### config.mk
export PLATFORM = sky130hd
export DESIGN_NAME = ca_code_gen
export DESIGN_NICKNAME = d
export VERILOG_FILES = /design/src/rtl/gps_pkg.sv /design/src/rtl/gold_lfsr_pair.sv /design/src/rtl/ca_code_gen.sv
export SDC_FILE = /design/constraint.sdc
export NUM_CORES = 1
export LEC_CHECK = 0
export BUFFER_PORTS_ARGS = -buffer_cell sky130_fd_sc_hd__buf_2
export CORE_ASPECT_RATIO = 1.25
export CORE_UTILIZATION = 41
export CTS_BUF_LIST = sky130_fd_sc_hd__clkbuf_8
export DETAILED_ROUTE_END_ITERATION = 10
export SLEW_MARGIN = 20
export SYNTH_ARGS = -nofsm -noshare
export SYNTH_HDL_FRONTEND = slang
export SYNTH_SLANG_ARGS = --single-unit
### constraint.sdc
create_clock -name clk -period 3.1 [get_ports clk]
set_input_delay 0.31 -clock clk [delete_from_list [all_inputs] [get_ports clk]]
set_output_delay 0.31 -clock clk [all_outputs]
set_load 0.02 [all_outputs]
### src/rtl/gps_pkg.sv
// Shared GPS L1 C/A constants: code geometry, LFSR init value and the G2 phase-selector tap table.
package gps_pkg;

  localparam int NUM_PRN    = 36;
  localparam int CA_LEN     = 1023;
  localparam int MS_PER_BIT = 20;

  localparam int CHIP_W = 10;
  localparam int MS_W   = 5;

  localparam logic [CHIP_W-1:0] CHIP_LAST = CHIP_W'(CA_LEN - 1);
  localparam logic [MS_W-1:0]   MS_LAST   = MS_W'(MS_PER_BIT - 1);

  localparam logic [9:0] G_INIT = 10'h3FF;

  // G2 stage indices (1..10) whose XOR yields the PRN-specific delayed G2 sequence.
  typedef struct packed {
    logic [3:0] a;
    logic [3:0] b;
  } ca_tap_t;

  localparam ca_tap_t CA_TAPS [NUM_PRN] = '{
    '{4'd2, 4'd6},  '{4'd3, 4'd7},  '{4'd4, 4'd8},  '{4'd5, 4'd9},  '{4'd1, 4'd9},
    '{4'd2, 4'd10}, '{4'd1, 4'd8},  '{4'd2, 4'd9},  '{4'd3, 4'd10}, '{4'd2, 4'd3},
    '{4'd3, 4'd4},  '{4'd5, 4'd6},  '{4'd6, 4'd7},  '{4'd7, 4'd8},  '{4'd8, 4'd9},
    '{4'd9, 4'd10}, '{4'd1, 4'd4},  '{4'd2, 4'd5},  '{4'd3, 4'd6},  '{4'd4, 4'd7},
    '{4'd5, 4'd8},  '{4'd6, 4'd9},  '{4'd1, 4'd3},  '{4'd4, 4'd6},  '{4'd5, 4'd7},
    '{4'd6, 4'd8},  '{4'd7, 4'd9},  '{4'd8, 4'd10}, '{4'd1, 4'd6},  '{4'd2, 4'd7},
    '{4'd3, 4'd8},  '{4'd4, 4'd9},  '{4'd5, 4'd10}, '{4'd4, 4'd10}, '{4'd1, 4'd7},
    '{4'd2, 4'd8}
  };

  // Register bit k-1 holds LFSR stage k.
  function automatic logic g_stage(input logic [9:0] g, input logic [3:0] k);
    return g[k - 4'd1];
  endfunction

endpackage

### src/rtl/gold_lfsr_pair.sv
// G1/G2 shift-register pair shared by all PRNs; produces the 36 Gold-code chips combinationally.
module gold_lfsr_pair
  import gps_pkg::*;
(
  input  logic               clk,
  input  logic               reset,
  input  logic               advance,
  input  logic               reload,
  output logic [NUM_PRN-1:0] chips
);

  logic [9:0] g1_q, g1_d;
  logic [9:0] g2_q, g2_d;

  // Stage 1 is bit 0; shifting left moves every stage toward stage 10.
  always_comb begin
    g1_d = g1_q;
    g2_d = g2_q;
    if (reload) begin
      g1_d = G_INIT;
      g2_d = G_INIT;
    end else if (advance) begin
      g1_d = {g1_q[8:0], g1_q[2] ^ g1_q[9]};
      g2_d = {g2_q[8:0], g2_q[1] ^ g2_q[2] ^ g2_q[5] ^ g2_q[7] ^ g2_q[8] ^ g2_q[9]};
    end
  end

  always_ff @(posedge clk) begin
    if (reset) begin
      g1_q <= G_INIT;
      g2_q <= G_INIT;
    end else begin
      g1_q <= g1_d;
      g2_q <= g2_d;
    end
  end

  always_comb begin
    chips = '0;
    for (int i = 0; i < NUM_PRN; i++) begin
      chips[i] = g1_q[9] ^ g_stage(g2_q, CA_TAPS[i].a) ^ g_stage(g2_q, CA_TAPS[i].b);
    end
  end

endmodule

### src/rtl/ca_code_gen.sv
// GPS L1 C/A code generator for PRN 1..36 clocked by a 32-bit chip-rate NCO.
// Emits a chip strobe plus 1 ms code-epoch and 20 ms nav-bit-epoch pulses for the channel stage.
module ca_code_gen
  import gps_pkg::*;
(
  input  logic               clk,
  input  logic               reset,
  input  logic               enable,
  input  logic               restart,
  input  logic [31:0]        chip_freq,
  output logic [NUM_PRN-1:0] ca_seq,
  output logic               chip_strobe,
  output logic [CHIP_W-1:0]  chip_cnt,
  output logic               code_epoch,
  output logic               bit_epoch,
  output logic [MS_W-1:0]    ms_cnt
);

  logic [31:0]       acc_q, acc_d, acc_sum;
  logic              carry;
  logic [CHIP_W-1:0] chip_cnt_q, chip_cnt_d;
  logic [MS_W-1:0]   ms_cnt_q, ms_cnt_d;
  logic              chip_strobe_q, chip_strobe_d;
  logic              code_epoch_q, code_epoch_d;
  logic              bit_epoch_q, bit_epoch_d;
  logic              advance, wrap, reload;

  // The carry out of the phase add is the chip advance; it drives the LFSRs in the same cycle.
  assign {carry, acc_sum} = {1'b0, acc_q} + {1'b0, chip_freq};
  assign advance = enable & carry & ~restart;
  assign wrap    = advance & (chip_cnt_q == CHIP_LAST);
  assign reload  = restart | wrap;

  gold_lfsr_pair u_lfsr (
    .clk     (clk),
    .reset   (reset),
    .advance (advance),
    .reload  (reload),
    .chips   (ca_seq)
  );

  always_comb begin
    acc_d         = acc_q;
    chip_cnt_d    = chip_cnt_q;
    ms_cnt_d      = ms_cnt_q;
    chip_strobe_d = 1'b0;
    code_epoch_d  = 1'b0;
    bit_epoch_d   = 1'b0;
    if (restart) begin
      acc_d         = '0;
      chip_cnt_d    = '0;
      ms_cnt_d      = '0;
      chip_strobe_d = 1'b1;
      code_epoch_d  = 1'b1;
      bit_epoch_d   = 1'b1;
    end else if (enable) begin
      acc_d = acc_sum;
      if (carry) begin
        chip_strobe_d = 1'b1;
        if (chip_cnt_q == CHIP_LAST) begin
          chip_cnt_d   = '0;
          code_epoch_d = 1'b1;
          if (ms_cnt_q == MS_LAST) begin
            ms_cnt_d    = '0;
            bit_epoch_d = 1'b1;
          end else begin
            ms_cnt_d = ms_cnt_q + 1'b1;
          end
        end else begin
          chip_cnt_d = chip_cnt_q + 1'b1;
        end
      end
    end
  end

  // NOTE: all next-state logic lives in always_comb with a default for every signal, so no
  // latches form; this block only copies _d to _q with non-blocking assignments.
  always_ff @(posedge clk) begin
    if (reset) begin
      acc_q         <= '0;
      chip_cnt_q    <= '0;
      ms_cnt_q      <= '0;
      chip_strobe_q <= 1'b0;
      code_epoch_q  <= 1'b0;
      bit_epoch_q   <= 1'b0;
    end else begin
      acc_q         <= acc_d;
      chip_cnt_q    <= chip_cnt_d;
      ms_cnt_q      <= ms_cnt_d;
      chip_strobe_q <= chip_strobe_d;
      code_epoch_q  <= code_epoch_d;
      bit_epoch_q   <= bit_epoch_d;
    end
  end

  assign chip_strobe = chip_strobe_q;
  assign chip_cnt    = chip_cnt_q;
  assign code_epoch  = code_epoch_q;
  assign bit_epoch   = bit_epoch_q;
  assign ms_cnt      = ms_cnt_q;

endmodule

==> impl_metrics.ini, run 1 <==
[placed_design]
portBuffers = 89
gp_congestion = 0.861
place.detailed.instances = 795
place.detailed.hpwl_mm = 8.61

[floorplanning]
core_mm2 = 0.0112
die_width_um = 98.7
initial_standard_cell_utilization_of_the_core_pct = 42.6
floorplan.die_area_mm2 = 0.0121
chipHeight_um = 123
placement_rows = 43
ioPinCount = 90

[setup_path]
worst-path-max-fanout = 20
cp.depth = 11
dominant_cell_type_by_count_on_the_critical_path = nor2_1
cp-start-kind = register
cp_data_required_time_ns = 3.33
timing.critical_path.cells = ha_1, fa_1, a211oi_1, o211ai_2, nand4b_1, a31oi_1, o21ai_2, nor2_1, nor2_1, buf_4, nand3_1
crit_arrival_ns = 3.03
timing.reg2reg.setup_slack_ns = 0.30
cp_top_family = compound AO/OA/AOI/OAI gates
r2r_start = acc_q[0]$_SDFFE_PP0P_
setup.worst_path.end_class = register
cp_slowest_cell = fa_1
critical_path.max_stage_delay_ns = 0.43
path_class = register to register
crit_buf_inv = 1
reg2reg_depth = 11
r2r_end = u_lfsr.g1_q[5]$_SDFFE_PP1P_

[detailed_routing]
route.vias.total = 4412
dr.first_iter.drc_count = 159
postRouteAntennaNets = 0
routed_via_density = 5.44
avgRoutedWirePerCell_um = 14.0
route.detailed.drc = 0
routed_wl_mm = 11.4
dr.pass1.iters = 4

[worst_hold_path]
holdCritPathClass = input port to register
hold-path-endpoint = code_epoch$_SDFF_PP0_
hold_path.startpoint = reset
min_path_cells = 2

[timing]
finalCritPeriodShare_pct = 90.2
setup_repair_after_global_routing_missed_its_margin = false
finalHoldViolations = 0
period_minus_slack_ns = 2.80
finalSetupTns_ns = 0
max_clock_freq_mhz = 358
finalClockSkew_ns = 0.00969
rel_slew_slack_pct = 36.7
timing.final.max_slew_violations = 0
setup_violations = 0
tightest_slew_ns = 0.942

[logic_synthesis]
synth-edff-count = 0
synth_top_cell_by_area = dfxtp_1
synth_fp_nets = 665
synth_seq_cells = 70
ys_seq_area_share_pct = 29.3
synth_area_per_cell_um2 = 8.08
yosysWarnings = 0
post-synth-top-area-fraction_pct = 29.3
synthFlopType = dfxtp_1
ys_top_cells_by_area = dfxtp_1, xnor2_1, ha_1, nand2_1, nor2_1
async_set_or_reset_flop_fraction_in_the_synthesized_netlist_pct = 0
synth_cells = 593
yosys.cell_count.top_type = xnor2_1
syn_area_mm2 = 0.00479
distinct_cell_type_count_after_synthesis = 61
synth_top_cells_by_count = xnor2_1, dfxtp_1, nand2_1

[cts]
clock_tree.buffer_depth = 2
clock_sink_count = 70
cts_max_level = 3
tritoncts = built
worstSkewPairLatency_ns = 0.36
hold_buffers = 0
clk_pin_slew_worst_paths_ns = 0.08
cts_inserted_buffers = 9
cts.root.buffer_cell = clkbuf_8

[final_layout]
syn2layout_area_growth_pct = 17.1
nets = 743
filler_cell_count = 1081
drive_gt1_share_pct = 17.9
insertedDiodeCount = 0
layoutNonFillerInstCount = 811

[status]
status = complete, no violations

[global_route]
overflow = 0
first_global_vias = 4218
pin_count_of_the_biggest_net_entering_global_routing = 35
grt_antenna_before_repair = 0
gr-usage-all-layers_pct = 19.9
grt_pass1_wl_mm = 19.5

[pwr]
power-per-cell-area_mw_per_mm2 = 419
vdd.ir_drop.worst_v = 0.000221
total_leakage_power_nw = 2.42

[job]
max-cap-violations = 0
cell type report:
class	instances	area (um^2)	area share (%)
inverter	13	48.8	0.870
clock inverter	7	146	2.61
clock buffer	9	124	2.21
multi-input combinational	481	3220	57.4
sequential	70	1400	25.0
timing repair buffer	96	498	8.88
tap	135	169	3.01
sequential cells by signal, summed over array words and instances (netlist names):
signal       cells
acc_q           32
bit_epoch        1
chip_cnt        10
chip_strobe      1
code_epoch       1
ms_cnt           5
u_lfsr.g1_q     10
u_lfsr.g2_q     10
worst register-to-register path: cells and delay by family (launching register included):
family                     cells  cell delay (ns)
buffers and inverters          1             0.25
and+or+nand+nor                4             0.50
DFF                            1             0.32
AOI/OAI and AO/OA              4             0.95
adders and majority gates      2             0.64
per-layer routing:
| layer | track usage (%) | vias up | routed length (um) |
|---|---|---|---|
| met3 | 3.87 | 14 | 493 |
| met1 | 24.1 | 2030 | 5160 |
| met5 | 0 | - | 0 |
| met2 | 35.4 | 118 | 5500 |
| met4 | 6.81 | 0 | 206 |
| li1 | - | 2250 | - |
cell families after synthesis:
| logic type | count (synthesis) | share of synthesized area [%] |
|---|---|---|
| AOI/OAI and AO/OA | 130 | 18.1 |
| xor gates and xnor gates | 80 | 14.6 |
| adders and majority gates | 36 | 9.56 |
| buffers and inverters | 42 | 3.61 |
| DFF | 70 | 29.3 |
| muxes | 19 | 3.97 |
| and+or+nand+nor | 216 | 20.9 |
worst max path at each step:
stage	start	to	slack [ns]
finish	acc_q[0]$_SDFFE_PP0P_	u_lfsr.g1_q[5]$_SDFFE_PP1P_	0.30
global route	acc_q[0]$_SDFFE_PP0P_	u_lfsr.g2_q[0]$_SDFFE_PP1P_	0.03
CTS	acc_q[0]$_SDFFE_PP0P_	chip_cnt[8]$_SDFFE_PP0N_	0.08
detailed placement	chip_freq[0]	chip_cnt[8]$_SDFFE_PP0N_	-0.002
global placement	chip_freq[0]	chip_cnt[7]$_SDFFE_PP0N_	0.08
floorplan	chip_freq[0]	u_lfsr.g1_q[0]$_SDFFE_PP1P_	0.55
cell usage in the layout, fill, tap and decap left out, drive strengths merged, types with 5 or more instances in the layout:
cell,count
a211oi,10
a21o,10
a21oi,36
a31oi,5
buf,96
clkbuf,9
dfxtp,70
ha,35
inv,13
mux2i,19
nand2,63
nand3,42
nand4,7
nor2,63
nor3,7
o211ai,11
o21a,6
o21ai,23
or3,5
xnor2,75
xor2,5
repair_timing:
item,in CTS,in global routing
resized for setup,0,2
buffers inserted,0,0
endpoints found under the setup margin,0,31
report_power, final:
part	switching (mW)	leakage (nW)	internal [mW]
registers	0.0149	0.569	0.922
clock network	0.384	0.134	0.620
logic	0.240	1.72	0.169
total	0.639	2.42	1.71
metrics by stage:
stage                     power, mW  setup slack, ns  util [%]  cell area, um^2  hold WS (ns)
final                          2.35            0.303      49.9             5610         0.191
after global routing           2.46           0.0250      49.9             5610         0.194
after CTS                      2.37           0.0842      49.8             5600         0.171
after detailed placement       1.37         -0.00187      47.4             5330         0.462
after global placement         1.36           0.0831      47.4             5330         0.449
after floorplan                1.26            0.553         -             4790         0.379
Note: power is estimated with default switching activity, not from simulation.
==> run 2: changes to the inputs <==
--- a/config.mk
+++ b/config.mk
@@ -9,7 +9,9 @@
 export CORE_ASPECT_RATIO = 1.25
 export CORE_UTILIZATION = 41
 export CTS_BUF_LIST = sky130_fd_sc_hd__clkbuf_8
+export CTS_CLUSTER_SIZE = 16
 export DETAILED_ROUTE_END_ITERATION = 10
+export RECOVER_POWER = 50
 export SLEW_MARGIN = 20
 export SYNTH_ARGS = -nofsm -noshare
 export SYNTH_HDL_FRONTEND = slang
==> impl_metrics.ini, run 2 (same netlist as run 1, synthesis figures left out) <==
[final_layout]
largest_register_ffs = 32
drive_gt1_share_pct = 10.5
largest_register = acc_q
layout.cells.most_common = xnor2_1
nets = 743
mostFrequentLayoutCells = xnor2_1, dfxtp_1, nand2_1
insertedDiodeCount = 0
syn2layout_area_growth_pct = 15.6

[global_route]
overflow = 0
grt_antenna_before_repair = 0
grt_pass1_wl_mm = 19.5
gr-usage-all-layers_pct = 19.9
first_global_vias = 4218
pin_count_of_the_biggest_net_entering_global_routing = 35

[timing]
finalCritPeriodShare_pct = 92.3
setup_repair_after_global_routing_missed_its_margin = false
setup_violations = 0
max_clock_freq_mhz = 349
finalSetupTns_ns = 0
finalClockSkew_ns = 0.0112
timing.final.max_slew_violations = 0
period_minus_slack_ns = 2.86
finalHoldViolations = 0
tightest_slew_ns = 1.35
rel_slew_slack_pct = 10.3

[setup_path]
worst-path-max-fanout = 11
cp_slowest_cell = or4_1
crit_arrival_ns = 3.13
critical_path.max_stage_delay_ns = 0.48
timing.reg2reg.setup_slack_ns = 0.24
cp-start-kind = register
path_class = register to register
timing.critical_path.cells = ha_1, fa_1, a211oi_1, o211ai_1, nand4b_1, a31oi_1, o21ai_2, or2_4, or4_1, a21oi_1
cp_data_required_time_ns = 3.37
reg2reg_depth = 10
setup.worst_path.end_class = register

[floorplanning]
ioPinCount = 90
core_mm2 = 0.0112
initial_standard_cell_utilization_of_the_core_pct = 42.6
chipHeight_um = 123
floorplan.die_area_mm2 = 0.0121
die_width_um = 98.7
placement_rows = 43

[placed_design]
gp_congestion = 0.861
place.detailed.hpwl_mm = 8.61
portBuffers = 89

[detailed_routing]
route.detailed.drc = 0
avgRoutedWirePerCell_um = 14.1
routed_wl_mm = 11.5
dr.first_iter.drc_count = 155
dr.pass1.iters = 4
postRouteAntennaNets = 0
route.vias.total = 4410
routed_via_density = 5.44

[pwr]
power_report.internal_total_mw = 1.71
total_leakage_power_nw = 2.30
power-per-cell-area_mw_per_mm2 = 424
totalPowerFinal_mw = 2.35
power_frac_seq_pct = 40.0
power_switching_share_pct = 27.2
clockPowerShare_pct = 42.8
power.switching_uw = 638
vdd.ir_drop.worst_v = 0.000219
share_comb_of_total_power_pct = 17.3

[job]
max-cap-violations = 0

[worst_hold_path]
holdCritPathClass = input port to register
min_path_cells = 2

[cts]
cts.root.buffer_cell = clkbuf_8
clk_pin_slew_worst_paths_ns = 0.08
clock_tree.buffer_depth = 2
tritoncts = built
cts_inserted_buffers = 9
hold_buffers = 0
clock_sink_count = 70
worstSkewPairLatency_ns = 0.35
cts_max_level = 3

[status]
status = complete, no violations
[run 2: cell types whose count changed in the layout (fill, tap and decap cells not counted), sizes merged]
cell / previous run / this run
buf: 96 / 48
clkbuf: 9 / 57
[run 2: per-layer routing]
metal / global-route usage [%] / routed length [um]
met1: 24.1 / 5200
met5: 0 / 0
met4: 6.81 / 174
met3: 3.87 / 516
met2: 35.4 / 5560
[run 2: layout make-up]
cell class | instances | area (um^2)
fill | 1125 | 5710
multi-input combinational | 481 | 3210
sequential | 70 | 1400
timing repair buffer | 96 | 433
tap | 135 | 169
clock inverter | 7 | 146
clock buffer | 9 | 124
inverter | 13 | 48.8
[run 2: path summary, 6_finish.rpt]
| path | start | endpoint |
|---|---|---|
| worst min register to register | u_lfsr.g1_q[8]$_SDFFE_PP1P_ | u_lfsr.g1_q[9]$_SDFFE_PP1P_ |
| worst max register to register | acc_q[0]$_SDFFE_PP0P_ | ms_cnt[2]$_SDFFE_PP0P_ |
| worst max-delay path | acc_q[0]$_SDFFE_PP0P_ | ms_cnt[2]$_SDFFE_PP0P_ |
| worst min-delay path | reset | code_epoch$_SDFF_PP0_ |
[run 2: critical path: cells and delay by family (launching register included)]
| family | cells | cell delay [ns] |
|---|---|---|
| simple gates | 3 | 1.01 |
| compound gates | 5 | 0.98 |
| fa+ha+maj | 2 | 0.44 |
| flops | 1 | 0.34 |
[run 2: timing repair]
action	in CTS	in global routing
resized for setup	0	2
buffers inserted	0	0
setup endpoints to repair	0	31
[run 2: through the flow]
step                utilization (%)  std cells  setup WS [ns]  cell area [um^2]  hold slack (ns)
floorplan                         -        593          0.553              4790            0.379
global placement               47.4        795         0.0831              5330            0.449
detailed placement             47.4        795       -0.00187              5330            0.462
CTS                            49.8        811         0.0842              5600            0.171
global route                   49.2        811         0.0146              5540            0.194
finish                         49.2        811          0.239              5540            0.198
[run 2: power groups by stage]
stage               Clock, mW  Sequential [mW]  Combinational (mW)
finish                   1.00            0.937               0.405
global placement            0            0.957               0.403
CTS                      1.02            0.937               0.411
detailed placement          0            0.958               0.408
global route             1.05            0.940               0.457
floorplan                   0            0.955               0.306
==> run 3: changes to the inputs <==
==> constraint.sdc (replaced) <==
create_clock -name clk -period 3.2 [get_ports clk]
set_input_delay 0.32 -clock clk [delete_from_list [all_inputs] [get_ports clk]]
set_output_delay 0.32 -clock clk [all_outputs]
set_load 0.02 [all_outputs]
==> impl_metrics.ini, run 3 (same netlist as run 1, synthesis figures left out) <==
[status]
status = complete, no violations

[setup_path]
cp-start-kind = register
cp_data_required_time_ns = 3.48
crit_arrival_ns = 3.19
worst-path-max-fanout = 11
setup.worst_path.end_class = register
path_class = register to register
startpoint_of_the_worst_setup_timing_path = acc_q[0]$_SDFFE_PP0P_
r2r_start = acc_q[0]$_SDFFE_PP0P_

[detailed_routing]
dr.pass1.iters = 4
avgRoutedWirePerCell_um = 14.2
route.vias.total = 4371
postRouteAntennaNets = 0
route.detailed.drc = 0
routed_wl_mm = 11.5
routed_via_density = 5.40
dr.first_iter.drc_count = 123

[final_layout]
largest_register = acc_q
mostFrequentLayoutCells = xnor2_1, dfxtp_1, nand2_1
layout.core_utilization_pct = 48.3
filler_cell_count = 1154
largest_register_ffs = 32
drive_gt1_share_pct = 10.1
syn2layout_area_growth_pct = 13.5
insertedDiodeCount = 0
final_area_mm2 = 0.00543
layout.cells.most_common = xnor2_1
nets = 743

[job]
max-cap-violations = 0

[timing]
setup_repair_after_global_routing_missed_its_margin = false
finalSetupTns_ns = 0
postLayoutSetupSlackWorst_ns = 0.294
rel_slew_slack_pct = 14.4
max_clock_freq_mhz = 344
finalHoldViolations = 0
finalClockSkew_ns = 0.0102
tightest_slew_ns = 1.28
timing.final.max_slew_violations = 0
period_minus_slack_ns = 2.91
finalCritPeriodShare_pct = 90.8
setup_violations = 0
final.hold.worst_slack_ns = 0.200

[floorplanning]
die_width_um = 98.7
floorplan.die_area_mm2 = 0.0121
placement_rows = 43
chipHeight_um = 123
initial_standard_cell_utilization_of_the_core_pct = 42.6
core_mm2 = 0.0112
ioPinCount = 90

[cts]
clk_pin_slew_worst_paths_ns = 0.08
clock_tree.buffer_depth = 2
cts_resized = 0
worstSkewPairLatency_ns = 0.35
tritoncts = built
cts_max_level = 3
post_cts.repair.setup_buffers = 0
cts.root.buffer_cell = clkbuf_8
cts_inserted_buffers = 9
clock_sink_count = 70
hold_buffers = 0

[placed_design]
portBuffers = 89
gp_congestion = 0.824
detailed_place.area_mm2 = 0.00533
place.detailed.hpwl_mm = 8.66
dpl_worst_slack_ns = 0.104

[pwr]
share_comb_of_total_power_pct = 20.4
power_switching_share_pct = 30.4
total_leakage_power_nw = 2.26
power.switching_uw = 589
power_frac_seq_pct = 46.9
vdd.ir_drop.worst_v = 0.000165
clockPowerShare_pct = 32.7
power_report.internal_total_mw = 1.35
power-per-cell-area_mw_per_mm2 = 356

[global_route]
first_global_vias = 4102
overflow = 0
gr-usage-all-layers_pct = 19.7
pin_count_of_the_biggest_net_entering_global_routing = 35
grt_antenna_before_repair = 0
grt_pass1_wl_mm = 19.2

[worst_hold_path]
holdCritPathClass = input port to register
hold_path.startpoint = reset
==> run 3: cell count changes in the layout (fill, tap and decap cells not counted), sizes merged <==
cell	delta
clkinv	-1
bufinv	-4
clkinvlp	+1
buf	-1
clkbuf	+2
inv	+2
==> run 3: final timing paths <==
kind | end | slack [ns] | cells after the start
worst max-delay path | chip_cnt[4]$_SDFFE_PP0N_ | 0.29 | 10
worst max register to register | chip_cnt[4]$_SDFFE_PP0N_ | 0.29 | 10
worst min-delay path | bit_epoch$_SDFF_PP0_ | 0.20 | 2
worst min register to register | u_lfsr.g1_q[5]$_SDFFE_PP1P_ | 0.47 | 2
==> run 3: worst max-delay path, stage by stage (launching register included) <==
cell,delay [ns]
dfxtp_1,0.32
ha_1,0.21
fa_1,0.43
a211oi_1,0.36
o211ai_2,0.18
nand4b_1,0.16
a31oi_1,0.14
o21ai_2,0.25
or2_1,0.33
nand2_1,0.28
nor2_1,0.17
==> run 3: final cells by class <==
cell class                 count  area (um^2)  area share [%]
clock buffer                  10          138            2.53
clock inverter                 5         28.8           0.530
multi-input combinational    481         3220            59.2
tap                          135          169            3.11
timing repair buffer          96          429            7.90
sequential                    70         1400            25.8
inverter                      13         48.8           0.898
==> run 3: metal layers <==
layer,global-route usage [%],up-vias,share of wire [%],wire length (um)
li1,-,2254,-,-
met1,24.0,2004,46,5310
met2,35.1,103,48,5570
met3,2.56,10,4.4,512
met4,7.74,0,1.0,116
met5,0,-,0,0
==> run 3: through the flow <==
stage | total power [mW] | std cells
floorplan | 1.22 | 593
global placement | 1.32 | 795
detailed placement | 1.32 | 795
CTS | 1.96 | 810
global route | 2.04 | 810
finish | 1.93 | 810
==> run 3: power by group through the flow <==
stage	combinational [mW]	sequential, mW	clock, mW
floorplan	0.297	0.926	0
global placement	0.390	0.927	0
detailed placement	0.395	0.929	0
CTS	0.398	0.908	0.658
global route	0.440	0.911	0.685
finish	0.394	0.908	0.633
